$ cat config.mk
export PLATFORM = sky130hd
export DESIGN_NAME = mips_multicycle_ctrl
export DESIGN_NICKNAME = d
export VERILOG_FILES = /design/src/rtl/mips_defs.sv /design/src/rtl/mips_perf_cnt.sv /design/src/rtl/mips_multicycle_ctrl.sv
export SDC_FILE = /design/constraint.sdc
export NUM_CORES = 1
export LEC_CHECK = 0
export ABC_CLOCK_PERIOD_IN_PS = 1900
export CAP_MARGIN = 5
export CORE_MARGIN = 8
export CORE_UTILIZATION = 44
export DETAILED_ROUTE_END_ITERATION = 8
export PLACE_DENSITY = 0.76
export RECOVER_POWER = 100
export SLEW_MARGIN = 0
export SYNTH_ARGS = -nofsm -noshare
export SYNTH_HDL_FRONTEND = slang
export SYNTH_SLANG_ARGS = --single-unit
$ cat constraint.sdc
create_clock -name clk -period 1.9 [get_ports clk]
set_clock_uncertainty 0.05 [all_clocks]
set_input_delay 0.38 -clock clk [delete_from_list [all_inputs] [get_ports clk]]
set_output_delay 0.38 -clock clk [all_outputs]
set_load 0.05 [all_outputs]
$ cat src/rtl/mips_defs.sv
// Shared encodings for the multi-cycle MIPS controller: opcodes, ALU classes,
// FSM state codes and ALU operand-B selects.
package mips_defs;

    localparam logic [5:0] OP_NOP   = 6'b000000;
    localparam logic [5:0] OP_BEQ   = 6'b000100;
    localparam logic [5:0] OP_BNE   = 6'b000101;
    localparam logic [5:0] OP_ADDIU = 6'b001001;
    localparam logic [5:0] OP_LW    = 6'b100011;
    localparam logic [5:0] OP_SW    = 6'b101011;

    localparam logic [1:0] ALU_ADD   = 2'b00;
    localparam logic [1:0] ALU_SUB   = 2'b01;
    localparam logic [1:0] ALU_FUNCT = 2'b10;

    localparam logic [1:0] SRCB_RT      = 2'b00;
    localparam logic [1:0] SRCB_FOUR    = 2'b01;
    localparam logic [1:0] SRCB_IMM     = 2'b10;
    localparam logic [1:0] SRCB_IMM_SH2 = 2'b11;

    typedef enum logic [2:0] {
        S_IF     = 3'd0,
        S_ID     = 3'd1,
        S_EX     = 3'd2,
        S_MEM    = 3'd3,
        S_WB_ALU = 3'd4,
        S_WB_MEM = 3'd5,
        S_BR     = 3'd6,
        S_UNUSED = 3'd7
    } state_t;

    // Branch resolution from the latched opcode and the ALU zero flag.
    function automatic logic branch_taken(input logic [5:0] op, input logic zero);
        return ((op == OP_BEQ) && zero) || ((op == OP_BNE) && !zero);
    endfunction

endpackage

$ cat src/rtl/mips_perf_cnt.sv
// Retired-instruction and cycle counters; both wrap and clear on reset.
module mips_perf_cnt #(
    parameter int CNT_WIDTH = 32
) (
    input  logic                 clk,
    input  logic                 resetn,
    input  logic                 retire_en,
    input  logic                 cycle_en,
    output logic [CNT_WIDTH-1:0] inst_retired,
    output logic [CNT_WIDTH-1:0] cycle_cnt
);

    logic [CNT_WIDTH-1:0] inst_retired_r;
    logic [CNT_WIDTH-1:0] cycle_cnt_r;

    // Counter registers with independent increment enables.
    always_ff @(posedge clk or negedge resetn) begin
        if (!resetn) begin
            inst_retired_r <= '0;
            cycle_cnt_r    <= '0;
        end else begin
            if (retire_en) begin
                inst_retired_r <= inst_retired_r + CNT_WIDTH'(1);
            end
            if (cycle_en) begin
                cycle_cnt_r <= cycle_cnt_r + CNT_WIDTH'(1);
            end
        end
    end

    assign inst_retired = inst_retired_r;
    assign cycle_cnt    = cycle_cnt_r;

endmodule

$ cat src/rtl/mips_multicycle_ctrl.sv
// Multi-cycle MIPS sequencer: steps each instruction through fetch, decode,
// execute, memory and write-back, driving the shared datapath and memory port.
module mips_multicycle_ctrl
    import mips_defs::*;
#(
    parameter int ALU_CODE_WIDTH = 2,
    parameter int STATE_WIDTH    = 3,
    parameter int CNT_WIDTH      = 32
) (
    input  logic                      clk,
    input  logic                      resetn,
    input  logic [5:0]                opcode,
    input  logic                      alu_zero,
    output logic                      inst_req,
    input  logic                      inst_ack,
    output logic                      mem_req,
    output logic                      mem_wr,
    output logic [3:0]                mem_strb,
    input  logic                      mem_ack,
    output logic                      ir_write,
    output logic                      pc_write,
    output logic                      pc_src,
    output logic                      reg_write,
    output logic                      reg_dst,
    output logic                      mem_to_reg,
    output logic                      mdr_write,
    output logic                      alu_src_a,
    output logic [1:0]                alu_src_b,
    output logic [ALU_CODE_WIDTH-1:0] alu_code,
    output logic                      need_sign_extend,
    output logic                      illegal_op,
    output logic [STATE_WIDTH-1:0]    state_out,
    output logic [CNT_WIDTH-1:0]      inst_retired,
    output logic [CNT_WIDTH-1:0]      cycle_cnt
);

    state_t     state_r;
    state_t     next_state_s;
    logic [5:0] op_q_r;

    logic       inst_req_s, mem_req_s, mem_wr_s, ir_write_s, pc_write_s, pc_src_s;
    logic       reg_write_s, reg_dst_s, mem_to_reg_s, mdr_write_s, alu_src_a_s;
    logic       illegal_op_s;
    logic [3:0] mem_strb_s;
    logic [1:0] alu_src_b_s;
    logic [1:0] alu_code_s;
    logic       retire_s;

    // State and latched opcode; op_q is captured while the IR is decoded.
    always_ff @(posedge clk or negedge resetn) begin
        if (!resetn) begin
            state_r <= S_IF;
            op_q_r  <= 6'b000000;
        end else begin
            state_r <= next_state_s;
            if (state_r == S_ID) begin
                op_q_r <= opcode;
            end
        end
    end

    // Next-state logic and control decode (Moore on state, Mealy on acks/zero).
    always_comb begin
        next_state_s = state_r;
        inst_req_s   = 1'b0;
        mem_req_s    = 1'b0;
        mem_wr_s     = 1'b0;
        mem_strb_s   = 4'b0000;
        ir_write_s   = 1'b0;
        pc_write_s   = 1'b0;
        pc_src_s     = 1'b0;
        reg_write_s  = 1'b0;
        reg_dst_s    = 1'b0;
        mem_to_reg_s = 1'b0;
        mdr_write_s  = 1'b0;
        alu_src_a_s  = 1'b0;
        alu_src_b_s  = SRCB_RT;
        alu_code_s   = ALU_ADD;
        illegal_op_s = 1'b0;
        case (state_r)
            S_IF: begin
                inst_req_s  = 1'b1;
                alu_src_b_s = SRCB_FOUR;
                if (inst_ack) begin
                    ir_write_s   = 1'b1;
                    pc_write_s   = 1'b1;
                    next_state_s = S_ID;
                end else begin
                    next_state_s = S_IF;
                end
            end
            S_ID: begin
                alu_src_b_s = SRCB_IMM_SH2;
                case (opcode)
                    OP_ADDIU, OP_LW, OP_SW: next_state_s = S_EX;
                    OP_BEQ, OP_BNE:         next_state_s = S_BR;
                    OP_NOP:                 next_state_s = S_IF;
                    default: begin
                        illegal_op_s = 1'b1;
                        next_state_s = S_IF;
                    end
                endcase
            end
            S_EX: begin
                alu_src_a_s = 1'b1;
                alu_src_b_s = SRCB_IMM;
                case (op_q_r)
                    OP_ADDIU:     next_state_s = S_WB_ALU;
                    OP_LW, OP_SW: next_state_s = S_MEM;
                    default:      next_state_s = S_IF;
                endcase
            end
            S_MEM: begin
                mem_req_s = 1'b1;
                if (op_q_r == OP_SW) begin
                    mem_wr_s   = 1'b1;
                    mem_strb_s = 4'b1111;
                end else begin
                    mem_wr_s   = 1'b0;
                    mem_strb_s = 4'b0000;
                end
                if (!mem_ack) begin
                    next_state_s = S_MEM;
                end else if (op_q_r == OP_LW) begin
                    mdr_write_s  = 1'b1;
                    next_state_s = S_WB_MEM;
                end else begin
                    next_state_s = S_IF;
                end
            end
            S_WB_ALU: begin
                reg_write_s  = 1'b1;
                next_state_s = S_IF;
            end
            S_WB_MEM: begin
                reg_write_s  = 1'b1;
                mem_to_reg_s = 1'b1;
                next_state_s = S_IF;
            end
            S_BR: begin
                alu_src_a_s  = 1'b1;
                alu_src_b_s  = SRCB_RT;
                alu_code_s   = ALU_SUB;
                pc_src_s     = 1'b1;
                pc_write_s   = branch_taken(op_q_r, alu_zero);
                next_state_s = S_IF;
            end
            default: begin
                next_state_s = S_IF;
            end
        endcase
    end

    assign retire_s = (state_r != S_IF) && (next_state_s == S_IF);

    mips_perf_cnt #(
        .CNT_WIDTH (CNT_WIDTH)
    ) u_perf_cnt (
        .clk          (clk),
        .resetn       (resetn),
        .retire_en    (retire_s),
        .cycle_en     (1'b1),
        .inst_retired (inst_retired),
        .cycle_cnt    (cycle_cnt)
    );

    // Gating with resetn keeps every strobe low during reset, including IF's inst_req.
    assign inst_req         = resetn & inst_req_s;
    assign mem_req          = resetn & mem_req_s;
    assign mem_wr           = resetn & mem_wr_s;
    assign mem_strb         = {4{resetn}} & mem_strb_s;
    assign ir_write         = resetn & ir_write_s;
    assign pc_write         = resetn & pc_write_s;
    assign pc_src           = resetn & pc_src_s;
    assign reg_write        = resetn & reg_write_s;
    assign reg_dst          = resetn & reg_dst_s;
    assign mem_to_reg       = resetn & mem_to_reg_s;
    assign mdr_write        = resetn & mdr_write_s;
    assign alu_src_a        = resetn & alu_src_a_s;
    assign alu_src_b        = {2{resetn}} & alu_src_b_s;
    assign alu_code         = {ALU_CODE_WIDTH{resetn}} & alu_code_s;
    assign need_sign_extend = resetn;
    assign illegal_op       = resetn & illegal_op_s;
    assign state_out        = state_r;

endmodule

==> flow_summary.ini, run 1 <==
[die]
die-width_um = 107.0
core.rowCount = 33
dieArea_mm2 = 0.01144
io_pins = 99
core_area_mm2 = 0.008134
die_h_um = 107.0
start_util_pct = 44.75

[layout]
stdcell_count = 611
layout_common_cells = 57 x buf_4, 56 x dfrtp_1, 43 x clkbuf_1
diodes = 0
layout.nets = 514
ff_latch_area_mm2 = 0.001848
num-fill-cells = 607
area_delta_synth_final_pct = 55.72
final_layout_size_suffix_gt1_share_pct = 40.12
final_common_cell = buf_4
multiInputGateArea_mm2 = 0.001978

[sta]
final_max_slew_viol_count = 0
slew_headroom_pct = 24.92
min_period_over_period_pct = 117.8
worst_pin_slew_ns = 1.126
fmax_ghz = 0.4468
period_needed_ns = 2.238
rsz0062_at_grt = yes
whs_ns = 0.2771
hold_viol_final = 0
setup_viol = 48
finalWorstSetupSlack_ns = -0.3383

[synthesis]
synth-edff-count = 0
synth_flop_cell = dfrtp_1
ys_seq_area_share_pct = 50.19
async_flop_share_pct = 100.0
yosys_register_bits = 73
post_synth.cell_area_avg_um2 = 10.74
synth_top_area_share_pct = 50.19
syn_area_mm2 = 0.003640
synth_warnings = 0
synth_cell_types = 42
yosys.area.top_type = dfrtp_1
netlist_instances = 339
yosys-top-cells-area = dfrtp_1 50%, xor2_1 9.9%, xnor2_1 5.1%, nand3_1 3.7%, nand2_1 2.9%

[worst_setup_path]
r2r-start = state_out[0]
startpoint_type = flop
worstPathArrival_ns = 2.41
crit_type = flop to flop
worstSetupEndpointType = flop
reg2reg_setup_slack_ns = -0.34
worstPathRequired_ns = 2.07
r2r-end = u_perf_cnt.inst_retired[15]
r2r_cells = 7
crit_fanout = 8

[detailed_routing]
ant_nets = 0
routed_wl_mm = 10.50
vias_per_cell = 5.314
vias = 3247
drt_iter0_drc = 140
drc = 0
wl_per_cell_um = 17.18
drt_first_pass_iters = 4

[pwr]
power_density_mw_per_mm2 = 724.0
pwr-share-comb_pct = 24.8
power_uw = 4104
pwr-share-clk_pct = 32.9
internal_power_uw = 2802
ir_drop_uv = 389.2
power.leakage_uw = 0.002645
power_switching_uw = 1301
swShare_pct = 31.71
p_seq_share_pct = 42.3

[clock_tree]
cts.root.buffer_cell = clkbuf_8
cts_buffers = 9
cts_tree = built
clock_sinks = 73
clk_pin_slew_ns = 0.08
htreeDepth = 3
cts_buffer_depth = 2
clkLatencyLatePin_ns = 0.34

[placement]
placed_cells = 576
gp_congestion = 0.8425
hpwl_mm = 7.323
numPortBuffers = 96
detailedPlace.worstSlack_ns = -0.5257

[grt]
grt_pass1_wl_mm = 16.24
antenna_found_initial = 0
grt_max_degree = 46
grt_pass1_vias = 3323
overflow = 0
grtUsageTotal_pct = 17.42

[flow_run]
maxCapViolCount = 0

[status]
violations = setup timing
status = complete, but fails checks

[min_path]
holdCritPathClass = input port to async pin
[cell type report]
class | instances | area share, %
multi-input combinational | 242 | 34.90
clock inverter | 6 | 1.634
timing repair buffer | 170 | 25.96
tap | 105 | 2.318
sequential | 73 | 32.60
clock buffer | 10 | 2.252
inverter | 5 | 0.3311
[synth_stat cells, types with 3 or more instances]
master	n
nand3b_1	3
nand2b_1	5
buf_2	7
nor2_1	19
and3_1	11
nand4b_1	3
xor2_1	41
buf_4	9
nand2_1	28
clkbuf_1	3
nand4_1	9
nor4_1	12
nor3_1	17
inv_1	5
and4_1	6
and2_1	3
xnor2_1	21
mux2_2	6
nand3_1	27
nor4_2	4
dfrtp_1	73
[flip-flops by register name, indices dropped and copies added (netlist names)]
name                     count
u_perf_cnt.cycle_cnt        32
u_perf_cnt.inst_retired     32
op_q_r                       6
state_out                    3
[power groups by stage]
stage                     Clock [uW]  Sequential (uW)  Combinational, uW
after floorplan                    0             1980                284
after global placement             0             1750                906
after detailed placement           0             1760                926
after CTS                       1380             1730                989
after global routing            1440             1740               1080
final                           1350             1740               1020
[logic make-up (layout without fill, tap and decap cells)]
| group | after synthesis | count (layout) | synth area share [%] |
|---|---|---|---|
| AND/OR/NAND/NOR | 162 | 162 | 26.57 |
| flip-flops | 73 | 73 | 50.19 |
| XOR/XNOR | 62 | 62 | 14.92 |
| buffers and inverters | 25 | 191 | 3.953 |
| AO/OA/AOI/OAI | 7 | 7 | 1.409 |
| multiplexers | 7 | 7 | 2.166 |
| adder cells (fa/ha/maj) | 2 | 2 | 0.6874 |
| other | 1 | 2 | 0.1030 |
[worst max-delay path by stage]
stage,from,to,slack [ns],depth (start not counted)
2_1_floorplan,state_out[2],pc_write,-0.38,4
3_3_place_gp,opcode[2],u_perf_cnt.inst_retired[19],-0.44,7
3_5_place_dp,opcode[1],u_perf_cnt.inst_retired[18],-0.53,8
4_1_cts,op_q_r[2],mem_strb[1],-0.27,5
5_1_grt,state_out[0],u_perf_cnt.inst_retired[20],-0.38,7
6_report,state_out[0],u_perf_cnt.inst_retired[15],-0.34,7
[per-stage QoR]
stage	utilization (%)	setup TNS [ns]	area (um2)
floorplan	-	-12.27	3815
global placement	64.30	-14.03	5230
detailed placement	64.30	-16.10	5230
CTS	69.30	-7.972	5637
global route	69.68	-16.24	5668
finish	69.68	-12.64	5668
[layer usage]
metal	global-route usage [%]	part of all wire (%)	routed length, um
met1	20.70	40	4208
met2	29.75	52	5479
met5	0	0	0
met4	6.834	1.6	164
met3	4.139	6.1	645
[worst max-delay path: stages, from the launching register on]
cell       delay, ns
dfrtp_2         0.45
nand2b_4        0.16
or4_1           0.52
o211ai_1        0.26
nand2b_4        0.28
clkbuf_16       0.20
nor3_1          0.06
xor2_1          0.14
[repair_timing]
| action | in CTS | in global routing |
|---|---|---|
| buffers inserted | 10 | 11 |
| endpoints found under the setup margin | 47 | 51 |
| pin swaps | 4 | 21 |
| hold buffers | 1 | 0 |
| gates resized for setup | 23 | 36 |
| gates cloned | 0 | 2 |
| hold endpoints to repair | 1 | 0 |
No activity file was read; power rests on OpenSTA's default activity.
==> inputs of run 2 (changes only) <==
--- a/config.mk
+++ b/config.mk
@@ -5,14 +5,16 @@
 export SDC_FILE = /design/constraint.sdc
 export NUM_CORES = 1
 export LEC_CHECK = 0
+export ABC_AREA = 1
 export ABC_CLOCK_PERIOD_IN_PS = 1900
 export CAP_MARGIN = 5
 export CORE_MARGIN = 8
-export CORE_UTILIZATION = 44
+export CORE_UTILIZATION = 45
 export DETAILED_ROUTE_END_ITERATION = 8
-export PLACE_DENSITY = 0.76
+export PLACE_DENSITY = 0.75
 export RECOVER_POWER = 100
 export SLEW_MARGIN = 0
 export SYNTH_ARGS = -nofsm -noshare
 export SYNTH_HDL_FRONTEND = slang
+export SYNTH_HIERARCHICAL = 1
 export SYNTH_SLANG_ARGS = --single-unit
==> flow_summary.ini, run 2 <==
[pwr]
power.leakage_uw = 0.003066
ir_drop_uv = 427.0
swShare_pct = 36.81
internal_power_uw = 3085
power_uw = 4881
pwr-share-clk_pct = 31.1
pwr-share-comb_pct = 29.5
power_density_mw_per_mm2 = 784.0
p_seq_share_pct = 39.4
power_switching_uw = 1796

[grt]
met2_usage_pct = 32.12
grt_pass1_wl_mm = 19.80
met1_usage_pct = 23.03
antenna_found_initial = 0
busiest_layer = met2
met3_usage_pct = 5.153
grt_max_degree = 41
grtUsageTotal_pct = 19.08
grt_pass1_vias = 4156
overflow = 0

[synthesis]
synth-simple-area-share_pct = 37.04
synthAdderAreaFrac_pct = 0.5984
synth_top_area_share_pct = 43.69
synth-edff-count = 0
post_synth.cell_area_avg_um2 = 7.758
yosys.area.top_type = dfrtp_1
netlist_instances = 539
yosys.area_share.xor_xnor_pct = 8.169
async_flop_share_pct = 100.0
syn_area_mm2 = 0.004182
synth_cell_types = 30
synthMuxAreaShare_pct = 0
yosys_register_bits = 73
synth-compound-area-share_pct = 1.915
synthMostInstantiatedCell = nand2_1
synth_top_family_by_area = simple AND/OR/NAND/NOR gates
synth_flop_cell = dfrtp_1
ys_seq_area_share_pct = 43.69
synth_warnings = 6
yosys-top-cells-area = dfrtp_1 44%, nand2_1 14%, inv_1 6.3%, xor2_1 5.9%, nor2_1 5.2%
synth_commonest_cells = 153 x nand2_1, 73 x dfrtp_1, 70 x inv_1

[sta]
hold_viol_final = 0
rsz0062_at_grt = yes
whs_ns = 0.1121
period_needed_ns = 2.155
final_max_slew_viol_count = 0
slew_headroom_pct = 48.10
fmax_ghz = 0.4640
worst_pin_slew_ns = 0.7725
min_period_over_period_pct = 113.4
setup_viol = 32
finalWorstSetupSlack_ns = -0.2551

[detailed_routing]
vias = 4099
ant_nets = 0
vias_per_cell = 5.086
drt_iter0_drc = 177
drc = 0
wl_per_cell_um = 14.83
drt_first_pass_iters = 5
routed_wl_mm = 11.96

[worst_setup_path]
crit_type = flop to primary output
crit_fanout = 3
r2r_cells = 13
startpoint_type = flop
worstPathArrival_ns = 1.73
worstSetupEndpointType = primary output
worstPathRequired_ns = 1.47

[layout]
stdcell_count = 806
multiInputGateArea_mm2 = 0.002310
layout_common_cells = 137 x nand2_1, 109 x buf_4, 70 x dfrtp_1
area_delta_synth_final_pct = 48.89
ff_latch_area_mm2 = 0.001831
final_layout_size_suffix_gt1_share_pct = 36.89
layout.nets = 702
design_area_mm2 = 0.006226
num-fill-cells = 663
final_core_util_pct = 68.35
final_common_cell = nand2_1

[clock_tree]
clock_sinks = 73
cts_tree = built
htreeDepth = 3
cts_buffers = 9
clkLatencyLatePin_ns = 0.35
cts_buffer_depth = 2
clk_pin_slew_ns = 0.08
cts.root.buffer_cell = clkbuf_8

[die]
start_util_pct = 45.91
die-width_um = 112.4
dieArea_mm2 = 0.01263
die_h_um = 112.4
io_pins = 99
core.rowCount = 35
core_area_mm2 = 0.009109

[status]
status = complete, but fails checks
violations = setup timing

[placement]
gp_congestion = 0.9122
numPortBuffers = 96
place_area_mm2 = 0.005633
hpwl_mm = 8.934
placed_cells = 775

[flow_run]
maxCapViolCount = 0

[min_path]
holdCritPathClass = input port to async pin
## run 2: changes by cell type after synthesis, sizes merged, moves of 10 or more
cell and change:
xnor2 -10, inv +68, nor2 +61, o21ai +11
nor4 -13, nand3 +11, and3 -11, nand2 +132
xor2 -13
## run 2: logic make-up after synthesis
group,count (synthesis)
simple gates,326
buf+inv,83
flops,73
xor+xnor,39
compound gates,14
fa+ha+maj,2
other cells,2
## run 2: through the flow
| step | setup TNS, ns | setup WS (ns) |
|---|---|---|
| detailed placement | -17.74 | -0.6996 |
| global placement | -14.15 | -0.5552 |
| CTS | -3.175 | -0.1914 |
| finish | -4.113 | -0.2551 |
| global route | -8.196 | -0.3316 |
| floorplan | -9.013 | -0.3696 |
## run 2: timing repair
action,CTS,global route
setup buffers,13,4
resized for setup,60,17
pin swaps,40,9
endpoints found under the setup margin,44,46
hold buffers,0,0
## run 2: final cells by class
class / instances / share of cell area, %
Clock buffer: 9 / 1.990
Inverter: 73 / 4.482
Multi-Input combinational cell: 384 / 37.10
Tap cell: 111 / 2.231
Timing Repair Buffer: 148 / 22.73
Sequential cell: 73 / 29.40
Clock inverter: 7 / 2.030
Antenna cell: 1 / 0.04019
## run 2: power groups by stage
stage / clock, uW / sequential, uW / combinational [uW]
2_1_floorplan: 0 / 2370 / 396
3_3_place_gp: 0 / 1930 / 1340
3_5_place_dp: 0 / 1940 / 1370
4_1_cts: 1560 / 1920 / 1450
5_1_grt: 1630 / 1950 / 1530
6_report: 1520 / 1920 / 1440
## run 2: final timing paths
| path | start | endpoint | slack [ns] |
|---|---|---|---|
| setup / recovery | state_out[0] | pc_write | -0.26 |
| hold / removal | resetn | op_q_r[0] | 0.11 |
| setup reg to reg | state_out[0] | u_perf_cnt/inst_retired[22] | -0.17 |
| hold reg to reg | u_perf_cnt/cycle_cnt[31] | u_perf_cnt/cycle_cnt[31] | 0.46 |
| max in group asynchronous | resetn | u_perf_cnt/cycle_cnt[23] | 1.28 |
| min in group clk | opcode[4] | op_q_r[4] | 0.37 |
## run 2: routing by layer
layer	routed length, um	share of wire [%]
met3	732	6.1
met1	5050	42
met2	5978	50
met4	193	1.6
met5	0	0
## run 2: worst max-delay path: stages (launching register included)
cell	delay, ns
dfrtp_2	0.44
inv_2	0.09
nand2_2	0.08
buf_6	0.13
nor3_4	0.23
o2111ai_2	0.14
o21ai_2	0.11
buf_12	0.16
==> inputs of run 3 (changes only) <==
--- a/config.mk
+++ b/config.mk
@@ -8,10 +8,12 @@
 export ABC_AREA = 1
 export ABC_CLOCK_PERIOD_IN_PS = 1900
 export CAP_MARGIN = 5
+export CORE_ASPECT_RATIO = 0.6
 export CORE_MARGIN = 8
-export CORE_UTILIZATION = 45
+export CORE_UTILIZATION = 47
+export CTS_BUF_LIST = sky130_fd_sc_hd__clkbuf_4 sky130_fd_sc_hd__clkbuf_8
 export DETAILED_ROUTE_END_ITERATION = 8
-export PLACE_DENSITY = 0.75
+export PLACE_DENSITY = 0.78
 export RECOVER_POWER = 100
 export SLEW_MARGIN = 0
 export SYNTH_ARGS = -nofsm -noshare
==> flow_summary.ini, run 3 (synthesized netlist as in run 2, its figures left out) <==
[detailed_routing]
routed_wl_mm = 12.90
drt_first_pass_iters = 5
vias_per_cell = 5.219
vias = 4175
drc = 0
ant_nets = 0
wl_per_cell_um = 16.13
drt_iter0_drc = 384

[worst_setup_path]
worstPathRequired_ns = 1.47
worstPathArrival_ns = 1.71
crit_fanout = 3
crit_type = flop to primary output
slowest_delay_ns = 0.42
reg2reg_setup_slack_ns = -0.22
startpoint_type = flop
worstPathCellList = inv_2 -> nand2_2 -> buf_6 -> nor3_4 -> o2111ai_2 -> o21ai_2 -> buf_12
r2r-start = state_out[2]
worstSetupEndpointType = primary output
cp_slowest_cell = dfrtp_2
cp-startpoint = state_out[0]

[sta]
worst_pin_slew_ns = 0.9038
slew_headroom_pct = 39.75
finalWorstSetupSlack_ns = -0.2355
rsz0062_at_grt = yes
setup_viol = 42
fmax_ghz = 0.4683
min_period_over_period_pct = 112.4
final_max_slew_viol_count = 0
hold_viol_final = 0
period_needed_ns = 2.135

[clock_tree]
cts_buffers = 9
cts_buffer_depth = 2
cts_tree = built
cts.root.buffer_cell = clkbuf_8
clock_sinks = 73
clk_pin_slew_ns = 0.07
clkLatencyLatePin_ns = 0.36
htreeDepth = 3

[flow_run]
maxCapViolCount = 0

[layout]
num-fill-cells = 698
final_common_cell = nand2_1
area_delta_synth_final_pct = 39.92
layout.nets = 696
final_layout_size_suffix_gt1_share_pct = 29.22
final_core_util_pct = 68.12
ff_latch_area_mm2 = 0.001831
diodes = 0
design_area_mm2 = 0.005851
multiInputGateArea_mm2 = 0.002227
layout_common_cells = 142 x nand2_1, 70 x dfrtp_1, 66 x inv_1
stdcell_count = 800

[min_path]
holdCritPathClass = input port to async pin

[placement]
gp_congestion = 0.9233
placed_cells = 773
hpwl_mm = 9.426
place_area_mm2 = 0.005612
detailedPlace.worstSlack_ns = -0.6332
numPortBuffers = 96

[grt]
grt_pass1_vias = 4086
antenna_found_initial = 0
grt_pass1_wl_mm = 20.54
overflow = 0
grt_max_degree = 32
grtUsageTotal_pct = 21.21

[die]
die_h_um = 89.06
io_pins = 99
core_area_mm2 = 0.008588
die-width_um = 137.8
core.rowCount = 26
dieArea_mm2 = 0.01227
start_util_pct = 48.69

[pwr]
power.leakage_uw = 0.002905
internal_power_uw = 2804
p_seq_share_pct = 42.5
ir_drop_uv = 845.2
power_density_mw_per_mm2 = 769.8
swShare_pct = 37.74
pwr-share-clk_pct = 29.1
pwr-share-comb_pct = 28.4
power_switching_uw = 1700
power_uw = 4504

[status]
violations = setup timing
status = complete, but fails checks
-- run 3: worst paths after layout --
check / endpoint / depth (start not counted)
setup reg to reg: u_perf_cnt/inst_retired[10] / 13
hold / removal: state_out[2] / 2
max in group asynchronous: state_out[1] / 3
hold reg to reg: u_perf_cnt/cycle_cnt[31] / 2
setup / recovery: pc_write / 7
min in group clk: op_q_r[1] / 3
-- run 3: stage by stage --
stage                     TNS [ns]  hold slack (ns)
after CTS                   -5.607          0.04955
after floorplan             -9.013          0.03441
after global routing        -10.34           0.2673
final                       -5.659           0.2115
after global placement      -14.29           0.3447
after detailed placement    -16.02           0.3455
-- run 3: layout make-up --
class	instances	share of cell area [%]
clock buffer	14	3.080
clock inverter	2	0.5988
inverter	73	4.683
multi-input combinational	384	38.07
sequential	73	31.29
tap	112	2.395
timing repair buffer	142	19.89
-- run 3: repair_timing --
item,4_1_cts,5_1_grt
pin swaps,26,21
endpoints found under the hold margin,17,0
endpoints found under the setup margin,41,47
hold buffers,1,0
buffers inserted,8,4
resized for setup,42,14
-- run 3: worst max-delay path: cells and delay by family, from the launching register on --
family                 cells  cell delay [ns]
flip-flops                 1             0.42
AND/OR/NAND/NOR            2             0.26
AO/OA/AOI/OAI              2             0.31
buffers and inverters      3             0.36
-- run 3: power groups by stage --
stage | registers, uW | clock network, uW | logic, uW
2_1_floorplan | 2370 | 0 | 396
3_3_place_gp | 1930 | 0 | 1330
3_5_place_dp | 1940 | 0 | 1350
4_1_cts | 1910 | 1330 | 1400
5_1_grt | 1940 | 1410 | 1360
6_report | 1910 | 1310 | 1280
-- run 3: layer usage --
| layer | GRT usage [%] | wire, um |
|---|---|---|
| met1 | 27.26 | 5511 |
| met2 | 33.74 | 5863 |
| met3 | 5.780 | 1169 |
| met4 | 7.856 | 358 |
| met5 | 0 | 0 |
